===== src/rtl/activation_lut_fetcher_if.sv =====
`timescale 1ns/1ps
// activation_lut_fetcher_if
//   Bundles the three streams of the activation LUT fetcher:
//     - z input stream:   in_valid / in_ready / z_in
//     - table write port: tbl_we / tbl_ready / tbl_addr / tbl_wdata
//     - operand output:   out_valid / out_ready / z_value / integer_part / base / next_data
//   master = the environment (producer of z, table loader, interpolator)
//   slave  = activation_lut_fetcher
//
// Handshake rule for every stream: a transfer happens on the rising edge
// where valid (or tbl_we) and ready are both high. Once asserted, out_valid
// stays high and its payload stays stable until that transfer happens.
interface activation_lut_fetcher_if #(
    parameter int DATA_W = 8,
    parameter int ADDR_W = 5
);
    logic              in_valid;
    logic              in_ready;
    logic [DATA_W-1:0] z_in;

    logic              tbl_we;
    logic [ADDR_W-1:0] tbl_addr;
    logic [DATA_W-1:0] tbl_wdata;
    logic              tbl_ready;

    logic              out_valid;
    logic              out_ready;
    logic [DATA_W-1:0] z_value;
    logic [DATA_W-1:0] integer_part;
    logic [DATA_W-1:0] base;
    logic [DATA_W-1:0] next_data;

    modport master (
        output in_valid, z_in, tbl_we, tbl_addr, tbl_wdata, out_ready,
        input  in_ready, tbl_ready, out_valid, z_value, integer_part, base, next_data
    );

    modport slave (
        input  in_valid, z_in, tbl_we, tbl_addr, tbl_wdata, out_ready,
        output in_ready, tbl_ready, out_valid, z_value, integer_part, base, next_data
    );
endinterface


===== src/rtl/activation_lut_fetcher.sv =====
`timescale 1ns/1ps
// activation_lut_fetcher
//   Splits a pre-activation value z into its segment (upper bits) and
//   fractional offset, reads the two bracketing samples tbl[seg] and
//   tbl[seg+1] through a single read port, and presents z, the masked
//   integer part and both samples to the interpolator.
//
// Ports:
//   clk        system clock, all state on the rising edge
//   rst        synchronous active-low reset (clears FSM, outputs and table)
//   bus        activation_lut_fetcher_if.slave (z in, table write, operands out)
//   dbg_state  current FSM state (0 IDLE, 1 RD_BASE, 2 RD_NEXT, 3 OUT)
//
// Handshake: a transfer occurs on the rising edge where valid and ready are
// both high. in_ready = IDLE && !tbl_we (table writes win), tbl_ready = IDLE,
// out_valid = OUT; operands are held stable until out_ready.
module activation_lut_fetcher #(
    parameter int DATA_W    = 8,
    parameter int FRAC_BITS = 4
) (
    input  logic                         clk,
    input  logic                         rst,
    activation_lut_fetcher_if.slave      bus,
    output logic [1:0]                   dbg_state
);
    localparam int IDX_W     = DATA_W - FRAC_BITS;
    localparam int N_ENTRIES = (1 << IDX_W) + 1;
    localparam int ADDR_W    = $clog2(N_ENTRIES);
    localparam logic [DATA_W-1:0] FRAC_MASK = DATA_W'((1 << FRAC_BITS) - 1);

    typedef enum logic [1:0] {IDLE, RD_BASE, RD_NEXT, OUT} state_t;

    state_t state, state_nxt;

    logic [DATA_W-1:0] tbl [N_ENTRIES];
    logic [IDX_W-1:0]  idx;
    logic [ADDR_W-1:0] rd_addr;
    logic [DATA_W-1:0] rd_data;
    logic [DATA_W-1:0] z_q, int_q, base_q, next_q;

    logic in_ready_c, tbl_ready_c, out_valid_c;
    logic accept, tbl_wr_en;

    // State register
    always_ff @(posedge clk) begin
        if (!rst) state <= IDLE;
        else      state <= state_nxt;
    end

    // Next-state logic
    always_comb begin
        state_nxt = state;
        case (state)
            IDLE:    if (accept) state_nxt = RD_BASE;
            RD_BASE: state_nxt = RD_NEXT;
            RD_NEXT: state_nxt = OUT;
            OUT:     if (bus.out_ready) state_nxt = IDLE;
            default: state_nxt = IDLE;
        endcase
    end

    // Output / handshake logic
    always_comb begin
        in_ready_c  = 1'b0;
        tbl_ready_c = 1'b0;
        out_valid_c = 1'b0;
        case (state)
            IDLE: begin
                tbl_ready_c = 1'b1;
                in_ready_c  = !bus.tbl_we;
            end
            OUT:     out_valid_c = 1'b1;
            default: ;
        endcase
    end

    assign accept    = in_ready_c && bus.in_valid;
    // Writes outside IDLE or beyond the last entry are dropped silently.
    assign tbl_wr_en = (state == IDLE) && bus.tbl_we &&
                       (bus.tbl_addr < ADDR_W'(N_ENTRIES));

    // One read port: segment entry in RD_BASE, the following entry in RD_NEXT.
    // The address is one bit wider than idx so the last segment reaches the
    // extra top entry instead of wrapping to 0.
    assign rd_addr = ADDR_W'(idx) + ADDR_W'(state == RD_NEXT);
    assign rd_data = tbl[rd_addr];

    always_ff @(posedge clk) begin
        if (!rst) begin
            for (int i = 0; i < N_ENTRIES; i++) tbl[i] <= '0;
        end else if (tbl_wr_en) begin
            tbl[bus.tbl_addr] <= bus.tbl_wdata;
        end
    end

    always_ff @(posedge clk) begin
        if (!rst) begin
            z_q    <= '0;
            int_q  <= '0;
            base_q <= '0;
            next_q <= '0;
            idx    <= '0;
        end else begin
            if (accept) begin
                z_q   <= bus.z_in;
                int_q <= bus.z_in & ~FRAC_MASK;
                idx   <= bus.z_in[DATA_W-1:FRAC_BITS];
            end
            if (state == RD_BASE) base_q <= rd_data;
            if (state == RD_NEXT) next_q <= rd_data;
        end
    end

    assign bus.in_ready     = in_ready_c;
    assign bus.tbl_ready    = tbl_ready_c;
    assign bus.out_valid    = out_valid_c;
    assign bus.z_value      = z_q;
    assign bus.integer_part = int_q;
    assign bus.base         = base_q;
    assign bus.next_data    = next_q;
    assign dbg_state        = state;
endmodule


===== src/flat_wrapper.sv =====
// flat-port wrapper written by rule: the top's interface ports become plain ports
module activation_lut_fetcher_flat 
#(
    parameter int DATA_W    = 8,
    parameter int FRAC_BITS = 4
)
  (clk, rst, dbg_state, bus_in_valid, bus_z_in, bus_tbl_we, bus_tbl_addr, bus_tbl_wdata, bus_out_ready, bus_in_ready, bus_tbl_ready, bus_out_valid, bus_z_value, bus_integer_part, bus_base, bus_next_data);
  activation_lut_fetcher_if #(.DATA_W(DATA_W), .ADDR_W((5))) bus_i ();
  input  logic clk;
  input  logic rst;
  output logic [1:0] dbg_state;
  input wire logic [$bits(bus_i.in_valid)-1:0] bus_in_valid;
  input wire logic [$bits(bus_i.z_in)-1:0] bus_z_in;
  input wire logic [$bits(bus_i.tbl_we)-1:0] bus_tbl_we;
  input wire logic [$bits(bus_i.tbl_addr)-1:0] bus_tbl_addr;
  input wire logic [$bits(bus_i.tbl_wdata)-1:0] bus_tbl_wdata;
  input wire logic [$bits(bus_i.out_ready)-1:0] bus_out_ready;
  output wire logic [$bits(bus_i.in_ready)-1:0] bus_in_ready;
  output wire logic [$bits(bus_i.tbl_ready)-1:0] bus_tbl_ready;
  output wire logic [$bits(bus_i.out_valid)-1:0] bus_out_valid;
  output wire logic [$bits(bus_i.z_value)-1:0] bus_z_value;
  output wire logic [$bits(bus_i.integer_part)-1:0] bus_integer_part;
  output wire logic [$bits(bus_i.base)-1:0] bus_base;
  output wire logic [$bits(bus_i.next_data)-1:0] bus_next_data;
  assign bus_i.in_valid = bus_in_valid;
  assign bus_i.z_in = bus_z_in;
  assign bus_i.tbl_we = bus_tbl_we;
  assign bus_i.tbl_addr = bus_tbl_addr;
  assign bus_i.tbl_wdata = bus_tbl_wdata;
  assign bus_i.out_ready = bus_out_ready;
  assign bus_in_ready = bus_i.in_ready;
  assign bus_tbl_ready = bus_i.tbl_ready;
  assign bus_out_valid = bus_i.out_valid;
  assign bus_z_value = bus_i.z_value;
  assign bus_integer_part = bus_i.integer_part;
  assign bus_base = bus_i.base;
  assign bus_next_data = bus_i.next_data;
  activation_lut_fetcher #(.DATA_W(DATA_W), .FRAC_BITS(FRAC_BITS)) u_core (.clk(clk), .rst(rst), .bus(bus_i), .dbg_state(dbg_state));
endmodule

===== config.mk =====
export PLATFORM = sky130hd
export DESIGN_NAME = activation_lut_fetcher_flat
export DESIGN_NICKNAME = d
export VERILOG_FILES = /design/src/rtl/activation_lut_fetcher_if.sv /design/src/rtl/activation_lut_fetcher.sv /design/src/flat_wrapper.sv
export SDC_FILE = /design/constraint.sdc
export NUM_CORES = 1
export LEC_CHECK = 0
export ABC_AREA = 1
export BUFFER_PORTS_ARGS = -buffer_cell sky130_fd_sc_hd__buf_2
export CAP_MARGIN = 20
export CORE_MARGIN = 5
export CORE_UTILIZATION = 60
export CTS_CLUSTER_DIAMETER = 80
export CTS_CLUSTER_SIZE = 25
export DETAILED_ROUTE_END_ITERATION = 6
export GPL_TIMING_DRIVEN = 0
export PLACE_DENSITY_LB_ADDON = 0.3
export SETUP_SLACK_MARGIN = 0.3
export SYNTH_ARGS = -nofsm -noshare
export SYNTH_HDL_FRONTEND = slang
export SYNTH_SLANG_ARGS = --single-unit

===== constraint.sdc =====
create_clock -name clk -period 2.7 [get_ports clk]
set_clock_uncertainty 0.1 [all_clocks]
set_input_delay 0.54 -clock clk [delete_from_list [all_inputs] [get_ports clk]]
set_output_delay 0.54 -clock clk [all_outputs]
set_load 0.01 [all_outputs]

======== After elaboration in Yosys (flattened, before gate mapping) ========
Memory sizes are Yosys's and may differ from the RTL's.
Index checks and enable logic that the tools add are counted.
storage, ports and cells
  memories ................................ 1
  flip-flop bits (word level) ............. 30
  bits in writable memories ............... 136
  bits of input ports ..................... 26
  output and inout port bits .............. 37
cells by class
  muxes and demuxes ....................... 13
  $lt $le $gt $ge ......................... 1
  add/subtract/negate cells ............... 1
  equal/unequal tests ..................... 5
  reductions and logical operators ........ 7
memory list
  name        depth  bits a word  read ports  clocked after Yosys merged registers in  write ports  line                          text
  u_core.tbl  17     8            1           0                                        17           activation_lut_fetcher.sv:35  logic [DATA_W-1:0] tbl [N_ENTRIES];
operators with widths
  cell                  number
  $mux W1               8
  $mux W8               1
  $pmux W2 S4           1
  $reduce_or A8 Y1      1
  $add A4 B1 Y5         1
  $lt A5 B5 Y1 const B  1
  $mux W5               1
  $eq A2 B2 Y1 const B  2
  $mux W2               2
  $logic_and A1 B1 Y1   3
  $eq A2 B1 Y1 const B  1
  $logic_not A2 Y1      1
  $ne A2 B1 Y1 const B  1
  $ne A2 B2 Y1 const B  1
  $reduce_and A2 Y1     1
  $logic_not A1 Y1      1

======== Longest topological paths before layout ========
  word-level depth ........................ 8
  mapped depth ............................ 17
  gate-level depth less buffers ........... 14

======== Worst setup path after synthesis ========
No wires, ideal clock.
  kind .................................... register to register
  start ................................... register u_core.state[0] (netlist: u_core.dbg_state[0])
  end ..................................... register u_core.next_q[1] (netlist: u_core.bus.next_data[1])
  path buffers ............................ 3
  library setup time ...................... 0.056 ns
  slack ................................... 0.188 ns
  cell stages (with the launch flop) ...... 17
  arrival time ............................ 2.356 ns
  cell sequence ........................... dfxtp_1 > inv_1 > ha_1 > buf_2 > nand2_1 > inv_1 > ha_1 > clkbuf_1 > clkbuf_1 > nand3_1 > nand3_1 > nand3_1 > nand2_1 > nand2_1 > nand3_1 > nand2_1 > inv_1
between the ends
  word-level cells in the longest chain between the ends .. 3
RTL lines
  item                      line                                                         text
  start: declaration        activation_lut_fetcher.sv:33                                 state_t state, state_nxt;
  start signal: assignment  activation_lut_fetcher.sv:47                                 else state <= state_nxt;
  $eq A2 B2 Y1 (*)          activation_lut_fetcher.sv:85, activation_lut_fetcher.sv:110
  $add A4 B1 Y5             activation_lut_fetcher.sv:85                                 assign rd_addr = ADDR_W'(idx) + ADDR_W'(state == RD_NEXT);
  $mem_v2 Z17 W8            n/a
  end signal: assignment    activation_lut_fetcher.sv:110                                if (state == RD_NEXT) next_q <= rd_data;
  end: declaration          activation_lut_fetcher.sv:39                                 logic [DATA_W-1:0] z_q, int_q, base_q, next_q;
Every way passes the cells marked *; elsewhere a longest branch is shown, timed or not.
A chain may end at the register's enable or synchronous reset.

==> results list <==
* Max_cap viols: 0
- The share of synthesized area in the top cell type comes to a little under three fifths.
* Global Route met1 Usage: 35.9%
- STA puts the critical path data arrival time at between 2 and 2.5 ns.
- Switching Power: approximately 3400 uW
- The worst setup path is launched from an input port.
* Total number of vias: approximately 8100
* Yosys warning total: 0
* Post-DR wirelength/cell: 17.3 um
* Status: completed
- In the routed layout, each cell is associated on average with a via count of about 5.4.
- Maximum level of the CTS H-tree: 1
* Switching part of the total: 36.3%
* Average size of a mapped cell: between 9 and 10 sq um
- During I/O placement, the number of pins put on the boundary was 63.
- Number of antenna violations at the first check in global routing: 0
* Most area-consuming cells after synthesis: sky130_fd_sc_hd__edfxtp_1 56%, sky130_fd_sc_hd__nand3_1 8.3%, sky130_fd_sc_hd__nand2_1 8.0%, sky130_fd_sc_hd__nor2_1 6.8%, sky130_fd_sc_hd__inv_1 5.6%
- From bottom edge to top edge, the die measures around 140 um.
* Syn-to-layout area delta: 20.0%
- Pin count of the biggest net entering global routing: 27
* Later-pin clock latency in the skew report: between 0.4 and 0.5 ns
- Via count of the first global-routing pass: approximately 7400
- In the synthesized netlist the dominant register cell turns out to be sky130_fd_sc_hd__edfxtp_1.
- The cell area that synthesis handed to floorplanning was a little over 0.01 sq mm.
* Layout cell share with drive strength beyond 1: ~20%
* Overall routed net length: roughly 26 mm
- Transition at the pin with the smallest max-transition slack: 1.45 ns
* Setup repair after global routing missed its margin: true
- Num rows: between 40 and 50
- DRC: 0
* Post-synth cell types: 29
* Placer congestion estimate: 0.919
- Sequential cell area fraction in the yosys report: approximately three fifths
* Type of element capturing the critical path: flop
- Synth Register Bits: around 220
* HPWL reported at the end of detailed placement: ~17 mm
* Crit-path max cell delay: about 1.1 ns
* Initial core utilization: about three fifths
* Number of cells produced by synthesis: between 1000 and 1500
- Floorplan core area: approximately 0.017 sq mm
- Data on the critical path is required at its endpoint by roughly 2.8 ns.
- After synthesis, the share of flip-flops with an asynchronous set or reset is 0%.
- Slowest CP cell: sky130_fd_sc_hd__nor3_1
- The die is approximately 140 um wide.
- The analysis attributes to cell leakage a power of 0.00556 uW.
- Largest fanout on the critical path: 8
- Met3 demand-to-capacity share in global routing: ~4.2%
- Ant. Diodes: 0
- Deepest clock path buffer count: 3
- Number of detailed-route iterations in the first pass: 6
- Leading post-synthesis cells by instance count: 220 x sky130_fd_sc_hd__nand2_1, 192 x sky130_fd_sc_hd__edfxtp_1, 187 x sky130_fd_sc_hd__nor2_1
- Timing would allow up to 419 MHz.
* Synth area leader: sky130_fd_sc_hd__edfxtp_1
* Total power of the final layout: 9390 uW
* Final critical-path required period: 2.38 ns
- Port buffering added 58 buffers.
* Pwr per Cell Area: 762 mW/mm^2
- Post-Route Utilization: between 70% and 80%
- Total grt overflow: 0
- Share of power burned in combinational logic: between 30% and 40%
- The finished layout holds roughly 1500 standard cells, fillers aside.
- Cell-internal power: between 5000 and 6000 uW
- Final critical-path share of the clock period: about nine tenths
- Global routing used approximately 25% of the available tracks across all layers.
- The global routing stage identified its most utilized layer as met2.
- The tree is rooted in a sky130_fd_sc_hd__clkbuf_16.
- Clk sink count: 218
- Setup Crit Path Kind: input port to flop
* Seq pwr share: between 40% and 50%
- The number of placed instances, taps included, is around 1500.
- CTS tree: done
- The net count of the finished layout is 1297.
- The max-slew violation total from the final report came to 0.
- Cell with the most instances after synthesis: sky130_fd_sc_hd__nand2_1
* Slew margin rel.: between 2 and 3%
- The signal on the critical path passes through buf_2, inv_1, nor3_1, nand2_2, nand2_4.
* Die Area: about 0.020 sq mm
- Setup violations remaining at the end of the flow were counted as 0.
- In this run, CTS created clock tree buffers numbering 12.
- Number of flops mapped to enable cells by yosys: about 190
* Clock Pin Slew Worst Setup and Hold Paths: 0.10 ns
- Antenna Nets Post-Route: 0
* Met2 Resource Use GR: between 40% and 50%
- Clock share of power: about a fifth
* Worst hold slack: between 0.2 and 0.25 ns
- Peak supply drop: 538 uV
- In this run, the number of DRC markers left after iteration 0 of detailed routing was between 1000 and 1500.
* Hold violation count in the final report: 0
- First-pass GRT wire length: just under 40 mm
* Path class of the lowest-slack min-delay path: input port to flop
final timing paths:
| check | from | end | slack, ns | cells past startpoint |
|---|---|---|---|---|
| worst max-delay path | bus_tbl_addr[2] | u_core.tbl[12][1] | 0.32 | 5 |
| worst min-delay path | bus_z_in[0] | u_core.bus.z_value[0] | 0.21 | 3 |
| worst max register to register | u_core.dbg_state[0] | u_core.bus.base[4] | 0.35 | 17 |
| worst min register to register | u_core.bus.z_value[2] | u_core.bus.z_value[2] | 0.37 | 2 |
stage by stage:
step | setup slack [ns] | area [sq um] | setup TNS [ns]
global route | 0.247 | 12300 | 0
detailed placement | -0.298 | 11100 | -18.23
CTS | 0.290 | 11900 | 0
global placement | -0.297 | 11100 | -10.10
finish | 0.315 | 12300 | 0
floorplan | 0.320 | 10500 | 0
layout make-up:
cell class / count / area (sq um)
clock buffer: 19 / 348
inverter: 167 / 637
buffer: 59 / 409
tap: 220 / 275
fill: 1159 / 4370
multi-input combinational: 732 / 3890
sequential: 218 / 6290
timing repair buffer: 74 / 472
clock inverter: 1 / 8.76
worst max-delay path, delay by kind of cell:
family                 cells  cell delay, ns
AND/OR/NAND/NOR            3            1.74
buffers and inverters      2            0.18
per-layer routing:
layer,up-vias,routed length (um)
li1,3830,-
met1,3698,10000
met2,461,12000
met3,71,2840
met4,0,860
met5,-,0
cell families after synthesis:
kind of cell,after synthesis,synth area share [%]
simple gates,612,25.6
buf+inv,226,8.90
flops,218,61.2
compound gates,50,2.90
fa+ha+maj,7,0.852
xor+xnor,3,0.511
other cells,1,0.0365
placed cells by master (no fill, tap or decap), drive strengths merged:
cell type    n
edfxtp     192
dfxtp       26
clkbuf      49
nor3         9
xor2         3
clkinv       8
a21oi       10
conb        60
buf        103
a22oi        1
nor2       187
nand2      238
nand3      170
o211ai      16
inv        160
ha           7
a211oi       2
o21ai       21
nand3b       8
state kept, by name (all words and copies together) (netlist names):
signal and count:
u_core.tbl 192, u_core.bus.base 8, u_core.bus.next_data 8, u_core.bus.z_value 7, u_core.dbg_state 2, u_core.idx 1
power by group through the flow:
stage	clock, uW	combinational (uW)	sequential (uW)
floorplan	0	1780	4160
global placement	0	2720	4110
detailed placement	0	2760	4120
CTS	1960	3020	4050
global route	2100	3670	4090
finish	1950	3380	4060
timing repair:
| action | 4_1_cts | 5_1_grt |
|---|---|---|
| gates resized for setup | 103 | 81 |
| cloned | 0 | 1 |
| setup endpoints to repair | 254 | 152 |
| pin swaps | 6 | 25 |
| setup buffers | 5 | 9 |
| hold buffers | 0 | 0 |
(Power assumes the default switching activity.)
